===== config.mk =====
export PLATFORM = sky130hd
export DESIGN_NAME = vram_arbiter
export DESIGN_NICKNAME = d
export VERILOG_FILES = /design/src/rtl/vram_arb_pkg.sv /design/src/rtl/vram_arbiter.sv
export SDC_FILE = /design/constraint.sdc
export NUM_CORES = 1
export LEC_CHECK = 0
export CAP_MARGIN = 10
export CORE_UTILIZATION = 47
export DETAILED_ROUTE_END_ITERATION = 8
export PLACE_DENSITY = 0.8
export SYNTH_ARGS = -nofsm -noshare
export SYNTH_HDL_FRONTEND = slang
export SYNTH_SLANG_ARGS = --single-unit

===== constraint.sdc =====
create_clock -name clk_sys -period 2.37 [get_ports clk_sys]
set_input_delay 0.237 -clock clk_sys [delete_from_list [all_inputs] [get_ports clk_sys]]
set_output_delay 0.237 -clock clk_sys [all_outputs]
set_load 0.05 [all_outputs]

===== src/rtl/vram_arb_pkg.sv =====
// Shared types for the VRAM port arbiter.
// Optional overrun flag: VRAM_ARB_OVERRUN_EN.
package vram_arb_pkg;

  typedef enum logic [1:0] {
    IDLE,
    V1,
    V2,
    CPU
  } arb_state_t;

  localparam int AW = 19;
  localparam int DW = 16;

endpackage


===== src/rtl/vram_arbiter.sv =====
// Video/CPU arbiter for one single-port 16-bit VRAM.
// Define VRAM_ARB_OVERRUN_EN to add the sticky vid_overrun flag.
module vram_arbiter
  import vram_arb_pkg::*;
#(
  parameter int RAM_LAT = 2,
  parameter int AW      = vram_arb_pkg::AW
) (
  input  logic          clk_sys,
  input  logic          reset,
  input  logic          vid_req,
  input  logic [AW-1:0] vid_addr1,
  input  logic [AW-1:0] vid_addr2,
  output logic [DW-1:0] vid_dout1,
  output logic [DW-1:0] vid_dout2,
  output logic          vid_valid,
  input  logic          cpu_req,
  input  logic          cpu_we,
  input  logic [AW:0]   cpu_addr,
  input  logic [7:0]    cpu_din,
  output logic [7:0]    cpu_dout,
  output logic          cpu_ack,
  output logic [AW-1:0] ram_addr,
  output logic [DW-1:0] ram_din,
  output logic          ram_we,
  output logic [1:0]    ram_be,
  input  logic [DW-1:0] ram_dout
`ifdef VRAM_ARB_OVERRUN_EN
  ,
  output logic          vid_overrun
`endif
);

  localparam logic [1:0] CNT_LD = 2'(RAM_LAT - 1);

  arb_state_t    state_q, state_d;
  logic          pend_q, pend_d;
  logic [AW-1:0] va1_q, va1_d;
  logic [AW-1:0] va2_q, va2_d;
  logic [1:0]    cnt_q, cnt_d;
  logic          iss_q, iss_d;
  logic [DW-1:0] w1_q, w1_d;
  logic          ca0_q, ca0_d;
  logic          cwe_q, cwe_d;
  logic [DW-1:0] vd1_q, vd1_d;
  logic [DW-1:0] vd2_q, vd2_d;
  logic          vval_q, vval_d;
  logic [7:0]    cdo_q, cdo_d;
  logic          ack_q, ack_d;
  logic [AW-1:0] radr_q, radr_d;
  logic [DW-1:0] rdin_q, rdin_d;
  logic          rwe_q, rwe_d;
  logic [1:0]    rbe_q, rbe_d;
  logic          done;
  logic          in_vid;

  assign in_vid = (state_q == V1) || (state_q == V2);
  assign done   = (state_q != IDLE) && !iss_q &&
                  (cnt_q == 2'd0);

  always_comb begin
    state_d = state_q;
    pend_d  = pend_q;
    va1_d   = va1_q;
    va2_d   = va2_q;
    cnt_d   = cnt_q;
    iss_d   = 1'b0;
    w1_d    = w1_q;
    ca0_d   = ca0_q;
    cwe_d   = cwe_q;
    vd1_d   = vd1_q;
    vd2_d   = vd2_q;
    vval_d  = 1'b0;
    cdo_d   = cdo_q;
    ack_d   = 1'b0;
    radr_d  = radr_q;
    rdin_d  = rdin_q;
    rwe_d   = 1'b0;
    rbe_d   = rbe_q;

    // A request during V1/V2 retargets the pair in flight.
    if (vid_req) begin
      va1_d = vid_addr1;
      va2_d = vid_addr2;
      if (!in_vid) pend_d = 1'b1;
    end

    if (state_q != IDLE) begin
      if (iss_q)
        cnt_d = CNT_LD;
      else if (cnt_q != 2'd0)
        cnt_d = cnt_q - 2'd1;
    end

    unique case (state_q)
      IDLE: begin
        if (pend_d) begin
          state_d = V1;
          pend_d  = 1'b0;
          iss_d   = 1'b1;
          radr_d  = va1_d;
          rbe_d   = 2'b11;
        end else if (cpu_req && !ack_q) begin
          state_d = CPU;
          iss_d   = 1'b1;
          ca0_d   = cpu_addr[0];
          cwe_d   = cpu_we;
          radr_d  = cpu_addr[AW:1];
          rdin_d  = {cpu_din, cpu_din};
          rwe_d   = cpu_we;
          rbe_d   = !cpu_we     ? 2'b11 :
                    cpu_addr[0] ? 2'b10 : 2'b01;
        end
      end
      V1: begin
        if (done) begin
          state_d = V2;
          iss_d   = 1'b1;
          w1_d    = ram_dout;
          radr_d  = va2_d;
        end
      end
      V2: begin
        if (done) begin
          state_d = IDLE;
          vd1_d   = w1_q;
          vd2_d   = ram_dout;
          vval_d  = 1'b1;
        end
      end
      CPU: begin
        if (done) begin
          state_d = IDLE;
          ack_d   = 1'b1;
          if (!cwe_q)
            cdo_d = ca0_q ? ram_dout[15:8]
                          : ram_dout[7:0];
        end
      end
      default: state_d = IDLE;
    endcase
  end

  always_ff @(posedge clk_sys) begin
    if (reset) begin
      state_q <= IDLE;
      pend_q  <= 1'b0;
      va1_q   <= '0;
      va2_q   <= '0;
      cnt_q   <= '0;
      iss_q   <= 1'b0;
      w1_q    <= '0;
      ca0_q   <= 1'b0;
      cwe_q   <= 1'b0;
      vd1_q   <= '0;
      vd2_q   <= '0;
      vval_q  <= 1'b0;
      cdo_q   <= '0;
      ack_q   <= 1'b0;
      radr_q  <= '0;
      rdin_q  <= '0;
      rwe_q   <= 1'b0;
      rbe_q   <= '0;
    end else begin
      state_q <= state_d;
      pend_q  <= pend_d;
      va1_q   <= va1_d;
      va2_q   <= va2_d;
      cnt_q   <= cnt_d;
      iss_q   <= iss_d;
      w1_q    <= w1_d;
      ca0_q   <= ca0_d;
      cwe_q   <= cwe_d;
      vd1_q   <= vd1_d;
      vd2_q   <= vd2_d;
      vval_q  <= vval_d;
      cdo_q   <= cdo_d;
      ack_q   <= ack_d;
      radr_q  <= radr_d;
      rdin_q  <= rdin_d;
      rwe_q   <= rwe_d;
      rbe_q   <= rbe_d;
    end
  end

`ifdef VRAM_ARB_OVERRUN_EN
  logic ovr_q;

  always_ff @(posedge clk_sys) begin
    if (reset)
      ovr_q <= 1'b0;
    else if (vid_req && (pend_q || in_vid))
      ovr_q <= 1'b1;
  end

  assign vid_overrun = ovr_q;
`endif

  assign vid_dout1 = vd1_q;
  assign vid_dout2 = vd2_q;
  assign vid_valid = vval_q;
  assign cpu_dout  = cdo_q;
  assign cpu_ack   = ack_q;
  assign ram_addr  = radr_q;
  assign ram_din   = rdin_q;
  // Strobe must not outlive a reset seen mid-write.
  assign ram_we    = rwe_q && !reset;
  assign ram_be    = rbe_q;

endmodule


Yosys cells after proc, flatten, opt, wreduce, memory -nomap -nowiden. Cells that the tools add are included.

Add/subtract/negate cells: 1. Equal/unequal tests: 6. Multiplexer cells: 24. Bitwise operators: 6. Reduce and logical (&&, ||, !) cells: 28.

Operator list (number): $mux 19 (5); $pmux 19 s2 (1); $mux 2 (10); $reduce_and 3->1 (4); $reduce_bool 2->1 (5); $mux 8 (1); $reduce_and 2->1 (4); $reduce_or 2->1 (4); $not 1->1 (6); $pmux 2 s3 (1); $mux 1 (5); $eq 2x2->1 const B (2); $logic_and 1x1->1 (4); $logic_not 2->1 (2); $reduce_or 4->1 (1); $logic_not 1->1 (3); $ne 3x3->1 const B (1); $eq 2x1->1 const B (1); $ne 2x1->1 const B (1); $ne 2x2->1 const B (1); $pmux 1 s2 (1); $sub 2x1->2 const B (1); $logic_or 1x1->1 (1).

Flip-flop bits (word level): 142. Bits of input ports: 87. Output and inout port bits: 80.

Longest topological paths before layout. Gate-level depths: netlist of the first run.

Depth in word-level cells: 6. Gate-level depth with buffers: 9. Depth with buffers taken out: 6.

Worst setup path after synthesis of the first run. No wires, ideal clock.

Kind: register to register. From: register state_q[0]. To: register radr_q[10] (netlist: ram_addr[10]). Library setup time: 88 ps. Data arrival time: 1734 ps. Setup slack: 547 ps. Cell stages (with the launch flop): 10. Path buffers: 3. Period minus slack after synthesis: 1823 ps. Cell sequence: dfxtp_1 inv_1 ha_1 and4bb_1 buf_4 o32a_2 buf_6 buf_4 nor2_1 a311oi_2.

Word-level cells in the longest chain between the ends: 6.

Ends and longest elaborated chain: from (decl) (RTL line vram_arbiter.sv:36) `arb_state_t state_q, state_d;`; from (signal assigned) (RTL line vram_arbiter.sv:165) `state_q <= state_d;`; $eq 2x1->1 or $eq 2x2->1 (tied branches) (RTL line vram_arbiter.sv:57, vram_arbiter.sv:95); $logic_or 1x1->1 (RTL line vram_arbiter.sv:57) `assign in_vid = (state_q == V1) || (state_q == V2);`; $mux 1 (RTL line vram_arbiter.sv:85) `if (!in_vid) pend_d = 1'b1;`; $mux 1 (RTL line vram_arbiter.sv:82) `if (vid_req) begin`; $ne 3x3->1 (no line) or $mux 19 (tied branches); $reduce_and 3->1 (no line) or $pmux 19 s2 (tied branches); to (signal assigned) (RTL line vram_arbiter.sv:179) `radr_q <= radr_d;`; to (decl) (RTL line vram_arbiter.sv:50) `logic [AW-1:0] radr_q, radr_d;`.

Parallel ways exist; a longest one is shown, timed or not. A chain may end at the register's enable or synchronous reset.

Worst setup path after layout of the first run.
From: register state_q[0]. To: register state_q[0].

Word-level cells in the longest chain between the ends: 6.

Ends and longest elaborated chain: $eq 2x1->1 or $eq 2x2->1 (tied branches) (RTL line vram_arbiter.sv:57, vram_arbiter.sv:95); $logic_or 1x1->1 (RTL line vram_arbiter.sv:57); $mux 1 (RTL line vram_arbiter.sv:85); $mux 1 (RTL line vram_arbiter.sv:82); $mux 2 (RTL line vram_arbiter.sv:97) `if (pend_d) begin`; $pmux 2 s3 * (RTL line vram_arbiter.sv:95) `unique case (state_q)`; named net state_d[0] (RTL line vram_arbiter.sv:36).

Mark *: on every way through the listed nets, which the timed path passes. The rest lies on a longest branch.

==> impl_metrics.yaml, run 1 <==
global_routing:
  antenna_found_initial: 0
  grt_pass1_vias: 4878
  grt_overflow: 0
  grt_pass1_wl_um: 23300
  grtUsageTotal_pct: 25.5
  grt_max_degree: 65
detailed_routing:
  remaining_drc_errors: 0
  drt_iter0_drc: 257
  viasPerCell: 5.36
  dr.pass1.iters: 5
  antenna_left: 0
  routedWlPerCell_um: 16.3
  wl_um: 14600
  num_vias: 4822
critical_path:
  crit_path_top_delay_cell: "o32ai_1"
  worst_ep_arrival_time_ps: 2360
  worstPathRequired_ps: 2650
  cp-end-kind: "register"
  r2r_slack_ps: 290
  cp-start-kind: "register"
  slowest_delay_ps: 510
  rr_worst_depth: 6
  crit_chain: "inv_1 > ha_1 > nand2b_1 > o32ai_1 > mux2i_1 > nor2_1"
  criticalPathCategory: "reg -> reg"
  r2r_end: "state_q[0]"
  reg2reg_from: "state_q[0]"
  crit_fanout: 15
power_and_ir_drop:
  pwr-share-seq_pct: 31.1
  p_leak_nw: 2.78
  combPwrFrac_pct: 40.6
  p_int_w: 0.00552
  switching_share_pct: 38.8
  pwr_density_cell_nw_per_um2: 1170
  switching_power_w: 0.00350
  ir_drop_mv: 0.759
  power_frac_clock_pct: 28.3
timing:
  report.final.slew_viol_count: 0
  hold_ws_ps: 190
  max_freq_mhz: 481
  period_share_pct: 87.8
  period_minus_slack_ps: 2080
  tns_ps: 0
  skew_ps: 13.7
  hold_viol: 0
  slew_headroom_pct: 58.7
  rsz0062_at_grt: "no"
  tightest_slew_ps: 620
  final-setup-viol-count: 0
  fin_ws_ps: 289
flow_run:
  cap_violations: 0
cts:
  cts-root-buf: "clkbuf_16"
  cts_hold_buf: 0
  clkTransAtPathRegs_ps: 60
  insertion_delay_ps: 420
  cts-resized-gates: 0
  cts_buffers: 17
  h-tree-depth: 4
  cts_tree: "built"
  cts.sinks: 134
  clock_path_buffers: 2
  post_cts_buffers: 0
die:
  die_area_um2: 12000
  die-width_um: 109
  core_area_um2: 11000
  die_y_um: 109
  start_util_pct: 49.2
  top_level_ports: 167
  rows: 38
worst_hold_path:
  hold_start: "reset"
  worstHoldPathType: "in -> reg"
  hold_end: "va1_q[3]"
  hold_path_depth: 2
placed_design:
  port_buffers: 166
  dp_hpwl_um: 10300
  placedInstanceArea_um2: 7100
  place_congestion: 0.806
  dp_worst_setup_slack_ps: 246
yosys:
  avgSynthCellArea_um2: 9.02
  synthArstFlopShare_pct: 0
  synth_nets: 693
  syn_inst: 601
  synth_area_um2: 5420
  ys_ff_latch: 134
  synth_edf_count: 0
  synth_warnings: 0
  synth.distinct_cells: 35
  ys_seq_area_share_pct: 49.5
  synth-main-ff-cell: "dfxtp_1"
finish:
  fin_nets: 838
  syn2layout_area_growth_pct: 41.9
  final_cell_area_um2: 7700
  antenna_cells: 0
  layout-drive-gt1-share_pct: 10.7
status:
  outcome: "complete, no violations"
## worst max-delay path, delay by kind of cell, from the launching register on
| kind | cells | cell delay [ps] |
|---|---|---|
| multiplexers | 1 | 270 |
| AND/OR/NAND/NOR | 2 | 250 |
| AO/OA/AOI/OAI | 1 | 510 |
| buffers and inverters | 1 | 100 |
| flip-flops | 1 | 340 |
| adder cells (fa/ha/maj) | 1 | 480 |
## how the worst max path moves through the flow
stage,start,end,slack [ps]
final,state_q[0],state_q[0],290
after global routing,state_q[1],state_q[0],140
after CTS,state_q[0],w1_q[13],200
after detailed placement,state_q[0],w1_q[12],250
after global placement,state_q[0],w1_q[15],430
after floorplan,state_q[0],ram_addr[10],550
## registers in the layout, summed over array words and instances (netlist names), 2 cells and up
register / cells
state_q: 2
va2_q: 19
ram_be: 2
ram_din: 8
va1_q: 19
ram_addr: 19
w1_q: 16
cpu_dout: 8
cnt_q: 2
vid_dout1: 16
vid_dout2: 16
## metrics by stage
step / utilization (%) / total power, W / std cells
after floorplan: - / 0.00545 / 601
after global placement: 64.3 / 0.00636 / 867
after detailed placement: 64.3 / 0.00648 / 867
after CTS: 69.7 / 0.00906 / 899
after global routing: 69.8 / 0.00949 / 899
final: 69.8 / 0.00903 / 899
## per-layer routing
metal | GRT usage [%] | share of wire, %
met2 | 44.1 | 50
met4 | 10.8 | 2.2
met1 | 29.6 | 40
met5 | 0 | 0
met3 | 6.88 | 7.8
## layout make-up
cell class	instances	area, µm²
clock buffers	18	439
clock inverters	14	151
fillers	887	3330
inverters	5	18.8
multi-input cells	407	2450
flip-flops and latches	134	2680
well taps	140	175
repair buffers	181	1780
## power groups by stage
stage / logic [W] / registers (W) / clock network (W)
detailed placement: 0.00364 / 0.00284 / 0
floorplan: 0.00195 / 0.00350 / 0
finish: 0.00366 / 0.00280 / 0.00256
CTS: 0.00366 / 0.00280 / 0.00260
global placement: 0.00353 / 0.00282 / 0
global route: 0.00395 / 0.00284 / 0.00270
## placed cells by master, fill, tap and decap left out, drive strengths merged, types with 7 or more instances in the layout
| cell type | synthesis | final |
|---|---|---|
| o21ai | 20 | 20 |
| buf | 24 | 17 |
| a21oi | 51 | 51 |
| dfxtp | 134 | 134 |
| o211ai | 19 | 19 |
| nor2b | 24 | 24 |
| mux2 | 18 | 18 |
| clkbuf | 31 | 18 |
| clkinv | 0 | 8 |
| mux2i | 38 | 38 |
| a311oi | 20 | 20 |
| a211oi | 9 | 9 |
| nand2 | 117 | 117 |
| clkdlybuf4s50 | 0 | 164 |
| nor2 | 64 | 64 |
| inv | 5 | 7 |
## cells by family (layout without fill, tap and decap cells)
kind of cell,count (synthesis),in the layout,share of synthesized area (%)
and+or+nand+nor,221,221,17.4
DFF,134,134,49.5
AOI/OAI and AO/OA,125,125,15.7
buffers and inverters,60,218,5.51
muxes,56,56,10.7
adders and majority gates,5,5,1.15
## cells in the mapped netlist (all sizes together), types with 2 or more instances
library cell | instances | area, µm²
a21oi | 51 | 255
o22ai | 2 | 12.5
a211oi | 9 | 67.6
buf | 24 | 164
nand2b | 5 | 31.3
nor2 | 64 | 240
o21ai | 20 | 100
dfxtp | 134 | 2680
a311oi | 20 | 238
nor2b | 24 | 150
nor4 | 2 | 18.8
o211ai | 19 | 143
nand2 | 117 | 439
mux2 | 18 | 203
clkbuf | 31 | 116
mux2i | 38 | 380
nor3b | 2 | 15.0
ha | 5 | 62.6
inv | 5 | 18.8
Power figures use the tool's default switching activity.
==> run 2: changes to the inputs <==
--- a/config.mk
+++ b/config.mk
@@ -9,6 +9,7 @@
 export CORE_UTILIZATION = 47
 export DETAILED_ROUTE_END_ITERATION = 8
 export PLACE_DENSITY = 0.8
+export RECOVER_POWER = 25
 export SYNTH_ARGS = -nofsm -noshare
 export SYNTH_HDL_FRONTEND = slang
 export SYNTH_SLANG_ARGS = --single-unit
==> run 2 against run 1 <==
Effect of this change: via count grew 0.68%; clock skew up 1.8 ps; wire length barely moved; non-clock buffer count unchanged; clock-buffer cell count did not move; flip-flop and latch count unchanged.
==> impl_metrics.yaml, run 2 (same netlist as run 1, synthesis figures left out) <==
placed_design:
  dp_hpwl_um: 10300
  dp.cells: 867
  place_congestion: 0.806
  port_buffers: 166
timing:
  tightest_slew_ps: 1010
  max_freq_mhz: 484
  hold_viol: 0
  rsz0062_at_grt: "no"
  report.final.slew_viol_count: 0
  final-setup-viol-count: 0
  period_minus_slack_ps: 2070
  slew_headroom_pct: 32.9
  tns_ps: 0
  skew_ps: 15.5
  period_share_pct: 87.2
cts:
  post_cts_buffers: 0
  cts_tree: "built"
  h-tree-depth: 4
  cts.sinks: 134
  cts-root-buf: "clkbuf_16"
  cts_buffers: 17
  clkTransAtPathRegs_ps: 60
  insertion_delay_ps: 420
  clock_path_buffers: 2
finish:
  antenna_cells: 0
  layout_commonest_cell: "clkdlybuf4s50_1"
  multi_input_area_um2: 2450
  layoutNonFillerInstCount: 899
  fillerInstances: 891
  fin_nets: 838
  layout_common_cells: "155 x clkdlybuf4s50_1, 134 x dfxtp_1, 116 x nand2_1, 64 x nor2_1, 51 x a21oi_1"
  regArea_um2: 2680
  layout-drive-gt1-share_pct: 9.22
  syn2layout_area_growth_pct: 41.7
global_routing:
  grt_pass1_wl_um: 23300
  grt_max_degree: 65
  antenna_found_initial: 0
  grt_overflow: 0
  grt_pass1_vias: 4878
  grtUsageTotal_pct: 25.5
critical_path:
  crit_top_cell: "nand2b_1"
  worstPathRequired_ps: 2680
  reg2reg_from: "state_q[0]"
  crit_path_top_delay_cell: "dfxtp_1"
  criticalPathCategory: "reg -> reg"
  cp-end-kind: "register"
  worst_ep_arrival_time_ps: 2380
  slowest_delay_ps: 390
  cp-start-kind: "register"
  crit_chain: "inv_1 > ha_1 > nand2b_1 > nand2b_1 > clkbuf_2 > o211ai_1 > a311oi_1"
  cp-startpoint: "state_q[0]"
  crit_fanout: 20
detailed_routing:
  drt_iter0_drc: 274
  remaining_drc_errors: 0
  antenna_left: 0
  dr.pass1.iters: 6
  wl_um: 14600
  routedWlPerCell_um: 16.2
  num_vias: 4855
  viasPerCell: 5.40
power_and_ir_drop:
  p_leak_nw: 2.81
  power_frac_clock_pct: 28.4
  switching_power_w: 0.00351
  switching_share_pct: 38.9
  p_int_w: 0.00550
  pwr_density_cell_nw_per_um2: 1170
  pwr-share-seq_pct: 31.1
  combPwrFrac_pct: 40.4
  ir_drop_mv: 0.760
worst_hold_path:
  worstHoldPathType: "in -> reg"
  hold_start: "reset"
die:
  die_area_um2: 12000
  core_area_um2: 11000
  start_util_pct: 49.2
  die_y_um: 109
  top_level_ports: 167
  rows: 38
  die-width_um: 109
status:
  outcome: "complete, no violations"
flow_run:
  cap_violations: 0
==> run 2: cell types whose count changed in the layout (fill, tap and decap cells not counted), sizes merged <==
cell / delta
clkdlybuf4s50: -9
buf: -5
clkbuf: +5
dlygate4sd3: +9
==> run 2: per-stage QoR <==
step | instance area [µm²] | util, % | power [W] | hold slack, ps | setup WS [ps]
after floorplan | 5420 | - | 0.00545 | 346 | 547
after global placement | 7100 | 64.3 | 0.00636 | 440 | 427
after detailed placement | 7100 | 64.3 | 0.00648 | 445 | 246
after CTS | 7690 | 69.7 | 0.00906 | 180 | 204
after global routing | 7680 | 69.7 | 0.00946 | 195 | 142
final | 7680 | 69.7 | 0.00901 | 189 | 302
==> run 2: routing by layer <==
layer | track usage [%] | wire (µm) | share of wire, % | vias up
met5 | 0 | 0 | 0 | -
li1 | - | - | - | 2346
met2 | 44.1 | 7260 | 50 | 181
met4 | 10.8 | 311 | 2.1 | 0
met3 | 6.88 | 1090 | 7.5 | 28
met1 | 29.6 | 5940 | 41 | 2300
==> run 2: final timing paths <==
check             cells after the start  slack [ps]           end
setup / recovery                      7         300   ram_addr[3]
hold / removal                        2         190      va1_q[3]
setup reg to reg                      7         300   ram_addr[3]
hold reg to reg                       2         450  vid_dout2[7]
==> run 2: worst max-delay path: cells and delay by family (launching register included) <==
kind	cells	cell delay, ps
adder cells (fa/ha/maj)	1	310
flip-flops	1	390
buffers and inverters	2	470
AND/OR/NAND/NOR	2	310
AO/OA/AOI/OAI	2	480
==> run 2: power groups by stage <==
stage	combinational, W	sequential, W	clock [W]
after floorplan	0.00195	0.00350	0
after global placement	0.00353	0.00282	0
after detailed placement	0.00364	0.00284	0
after CTS	0.00366	0.00280	0.00260
after global routing	0.00393	0.00284	0.00270
final	0.00365	0.00280	0.00256
==> run 2: layout make-up <==
| cell class | instances | share of cell area (%) |
|---|---|---|
| clock inverters | 14 | 1.97 |
| multi-input cells | 407 | 31.9 |
| flip-flops and latches | 134 | 34.9 |
| well taps | 140 | 2.28 |
| inverters | 5 | 0.244 |
| repair buffers | 181 | 23.0 |
| clock buffers | 18 | 5.72 |
==> run 2: repair_timing <==
item	CTS	global route
gates resized for setup	0	2
hold buffers	0	0
setup endpoints to repair	0	5
==> RTL change 1 (config.mk and constraints of run 2) <==
The 4 states of `arb_state_t` get a one-hot encoding in 4 bits.
--- a/src/rtl/vram_arb_pkg.sv
+++ b/src/rtl/vram_arb_pkg.sv
@@ -3,9 +3,9 @@
 package vram_arb_pkg;
 
-  typedef enum logic [1:0] {
-    IDLE,
-    V1,
-    V2,
-    CPU
+  typedef enum logic [3:0] {
+    IDLE = 4'b0001,
+    V1   = 4'b0010,
+    V2   = 4'b0100,
+    CPU  = 4'b1000
   } arb_state_t;
 
Check against the original RTL: no difference found for any inputs over 10 cycles, from zero or initial values and one cycle with reset high; not proved beyond that.
==> RTL change 1 against run 2 <==
  * Design area is 6.7% higher
  * First-iteration DRC count increased by 30%
  * Power down 18%
  * Sequential power decreased by 5%
  * Largest cell class unchanged
  * Worst setup slack lost 32 ps
  * Sequential cell count up 2
  * Wire length rose by 9.1%
  * The flow now finishes with violations (capacitance limit, slew limit)
  * Largest power group is now clock
  * Synthesized area grew 8.6%
==> RTL change 1: results (changes against run 2) <==
* Logic pwr share at 26.9% (-14 points)
* First-pass iteration count of the detailed router at 5 (-1)
* Outcome: complete, but fails checks
* Wire per inst at 15.8 um (-2.6%)
* Slew Viols, Final at 154 (+154)
* First-pass GRT wire length at 25900 um (+11%)
* Leak Pwr at 3.03 nW (+7.8%)
* Grt met3 use at 5.95% (-0.92 points)
* Wire length on met3 at 836 um (-23%)
* Final non-filler cell area at 0.00820 sq mm (+6.7%)
* Gpl congestion at 0.848 (+5.2%)
* Dpl cells at 976 (+13%)
* Avg Cell Area, Syn at 8.55 sq um (-5.2%)
* Seq/Total Area, Yosys at 46.2% (-3.2 points)
* Sequential power at 0.00265 W (-5%)
* Placed cell areas at 0.00762 sq mm (+7.4%)
* Max-cap viol count at 1 (+1)
* Critical Path Fanout Max at 12 (-40%)
* Failing checks: capacitance limit, slew limit
* Total track usage at 25.4% (-0.048 points)
* GRT met1 Usage at 31.0% (+1.4 points)
* WL met1 at 6760 um (+14%)
* Met2 global-route usage at 41.8% (-2.3 points)
* Total vias in the final route at 5447 (+12%)
* Sw frac at 31.5% (-7.4 points)
RTL change 1: changes by cell type after synthesis, moves of 11 or more:
| cell | before | now |
|---|---|---|
| a211oi_1 | 9 | 26 |
| a21oi_1 | 51 | 82 |
| inv_1 | 5 | 42 |
| mux2_2 | 18 | 1 |
| mux2i_1 | 38 | 64 |
| nand3_1 | 0 | 21 |
| nor2_1 | 64 | 53 |
| nor2b_1 | 24 | 3 |
| o211ai_1 | 19 | 0 |
| o21ai_0 | 20 | 3 |
| o32ai_1 | 1 | 37 |
RTL change 1: final cells by class:
type / count / share of cell area [%]
Sequential cell: 136 / 33.2
Tap cell: 168 / 2.56
Clock inverter: 9 / 1.80
Multi-Input combinational cell: 446 / 32.9
Clock buffer: 22 / 5.66
Inverter: 42 / 1.92
Timing Repair Buffer: 184 / 21.9
RTL change 1: cells by family (layout without fill, tap and decap cells):
kind of cell / count (synthesis) / after routing / share of synthesized area, %
DFF: 136 / 136 / 46.2
xor gates and xnor gates: 2 / 2 / 0.297
buffers and inverters: 107 / 257 / 7.94
and+or+nand+nor: 216 / 216 / 16.1
adders and majority gates: 1 / 1 / 0.212
muxes: 65 / 65 / 11.1
AOI/OAI and AO/OA: 162 / 162 / 18.2
RTL change 1: worst paths after layout:
path                startpoint           end  slack, ps  depth (start not counted)
setup / recovery    state_q[0]  ram_addr[10]        270                          5
hold / removal         vid_req        pend_q        320                          4
hold reg to reg   vid_dout1[3]  vid_dout1[3]        450                          2
setup reg to reg    state_q[0]  ram_addr[10]        270                          5
RTL change 1: worst max-delay path, stage by stage (launching register included):
cell and delay [ps]:
dfxtp_1 560, nor4b_2 530, and3_1 350, nor2_2 70, buf_4 180, o32ai_1 280
==> RTL change 2 (settings of run 2) <==
Made on the original files. Add a define of `VRAM_ARB_OVERRUN_EN`.
--- a/src/rtl/vram_arbiter.sv
+++ b/src/rtl/vram_arbiter.sv
@@ -1,4 +1,6 @@
 // Video/CPU arbiter for one single-port 16-bit VRAM.
 // Define VRAM_ARB_OVERRUN_EN to add the sticky vid_overrun flag.
+`define VRAM_ARB_OVERRUN_EN
+
 module vram_arbiter
   import vram_arb_pkg::*;
Behaviour (old outputs only; new: vid_overrun): unchanged (Yosys induction, for registers that start in step).
==> RTL change 2 against run 2 <==
  * Worst setup slack gained 10 ps
  * Sequential cell count grew 1
  * Design area barely moved
  * Wire length shrank 2.6%
  * Core utilization down 0.25 points
  * Synthesized area grew 0.69%
  * Power decreased by 1.7%
  * Worst hold slack better by 71 ps
  * Critical endpoint is now ram_addr[15]
  * Largest power group unchanged
==> RTL change 2: results (changes against run 2) <==
* Mux cell area share after synthesis at 10.7% (-0.074 points)
* Total track usage at 24.6% (-0.86 points)
* Worst hold endpoint: vid_overrun
* Largest net degree at the start of global routing at 136 (+110%)
* Outcome: completed
* First-pass iteration count of the detailed router at 5 (-1)
* Hold path depth at 3 (+1)
* Hold Path Origin: vid_req
* Critical Path Fanout Max at 38 (+90%)
* Seq/Total Area, Yosys at 49.5% (about the same)
* Vias in the first global route at 4779 (-2.0%)
* Pint at 0.00536 W (-2.7%)
* CP top delay family: adder cells
* First-pass GRT wire length at 22700 um (-2.4%)
* CP max-delay cell: ha_1
* Crit path largest cell delay at 460 ps (+70 ps)
* # diodes at 0 (unchanged)
* Post-synth top cells: 135 x dfxtp_1, 117 x nand2_1, 64 x nor2_1
* Worst slew pin tran at 1490 ps (+485 ps)
* Worst r2r src: state_q[1]
* Clock-cell share of area at 6.80% (-0.88 points)
* Compound-Gate Fraction of Synth Area at 15.8% (+0.075 points)
* Leak Pwr at 2.79 nW (-0.47%)
* Fill count at 860 (-3.5%)
* Adder-Cell Fraction of Synth Area at 1.15% (-0.0079 points)
* Maximum vdd drop at 0.000711 V (-6.4%)
* Final Skew at 12.4 ps (-3.14 ps)
* Worst Setup EP: ram_addr[15]
* Sequential share of cell area at 35.2% (+0.24 points)
* Syn Nets at 698 (+0.72%)
* Non-clk invs at 6 (+1)
* Multi-input gate count at 409 (+0.49%)
* DR vias/cell at 5.39 (-0.13%)
* PortBufs at 167 (+0.60%)
* Iteration-0 DRC Markers at 291 (+6.2%)
* Synth cell types at 35 (unchanged)
* Wire per inst at 15.8 um (-2.9%)
* FFs & Latches at 135 (+0.75%)
* Fraction of area in multi-input gates at 31.9% (about the same)
* Top cells by area, synth: dfxtp_1 49%, nand2_1 8.0%, mux2i_1 7.0%, a21oi_1 4.8%, nor2_1 4.4%
* Detail Placement HPWL at 9570 um (-7.0%)
* Buffer share of cell area at 23.6% (+0.59 points)
* Layout net count at 842 (+0.48%)
* Gpl congestion at 0.811 (+0.56%)
* Hold_ws at 260 ps (+70.7 ps)
* Critical R2R Capture: ram_addr[15]
* Share of post-route cells with drive strength above 1 at 9.97% (+0.75 points)
==> RTL change 2: cell types whose count changed in the layout (fill, tap and decap cells not counted), moves of 2 or more <==
cell / before / now
bufinv_16: 2 / 0
clkinv_2: 3 / 7
mux2_2: 9 / 18
clkdlybuf4s50_1: 155 / 157
mux2_1: 9 / 0
clkinv_4: 5 / 2
clkbuf_2: 3 / 1
buf_4: 11 / 8
buf_12: 1 / 4
==> RTL change 2: power groups by stage <==
| stage | logic [W] | clock network (W) | registers, W |
|---|---|---|---|
| global placement | 0.00363 | 0 | 0.00284 |
| CTS | 0.00374 | 0.00234 | 0.00282 |
| finish | 0.00373 | 0.00231 | 0.00282 |
| floorplan | 0.00196 | 0 | 0.00355 |
| detailed placement | 0.00372 | 0 | 0.00286 |
| global route | 0.00400 | 0.00245 | 0.00286 |
==> RTL change 2: through the flow <==
| step | power (W) | instances | area, sq um | util (%) | setup slack, ps |
|---|---|---|---|---|---|
| 5_1_grt | 0.00932 | 902 | 7690 | 69.4 | 162 |
| 6_report | 0.00885 | 902 | 7690 | 69.4 | 313 |
| 4_1_cts | 0.00890 | 902 | 7710 | 69.6 | 361 |
| 3_5_place_dp | 0.00658 | 871 | 7180 | 64.9 | 415 |
| 2_1_floorplan | 0.00551 | 606 | 5460 | - | 547 |
| 3_3_place_gp | 0.00647 | 871 | 7180 | 64.9 | 482 |
==> RTL change 2: per-layer routing <==
| layer | vias up | track usage (%) | share of wire, % | routed length (um) |
|---|---|---|---|---|
| met5 | - | 0 | 0 | 0 |
| met4 | 0 | 11.4 | 2.8 | 397 |
| met3 | 23 | 5.87 | 6.6 | 937 |
| met2 | 193 | 41.6 | 49 | 6920 |
| met1 | 2300 | 29.4 | 42 | 5980 |
| li1 | 2349 | - | - | - |
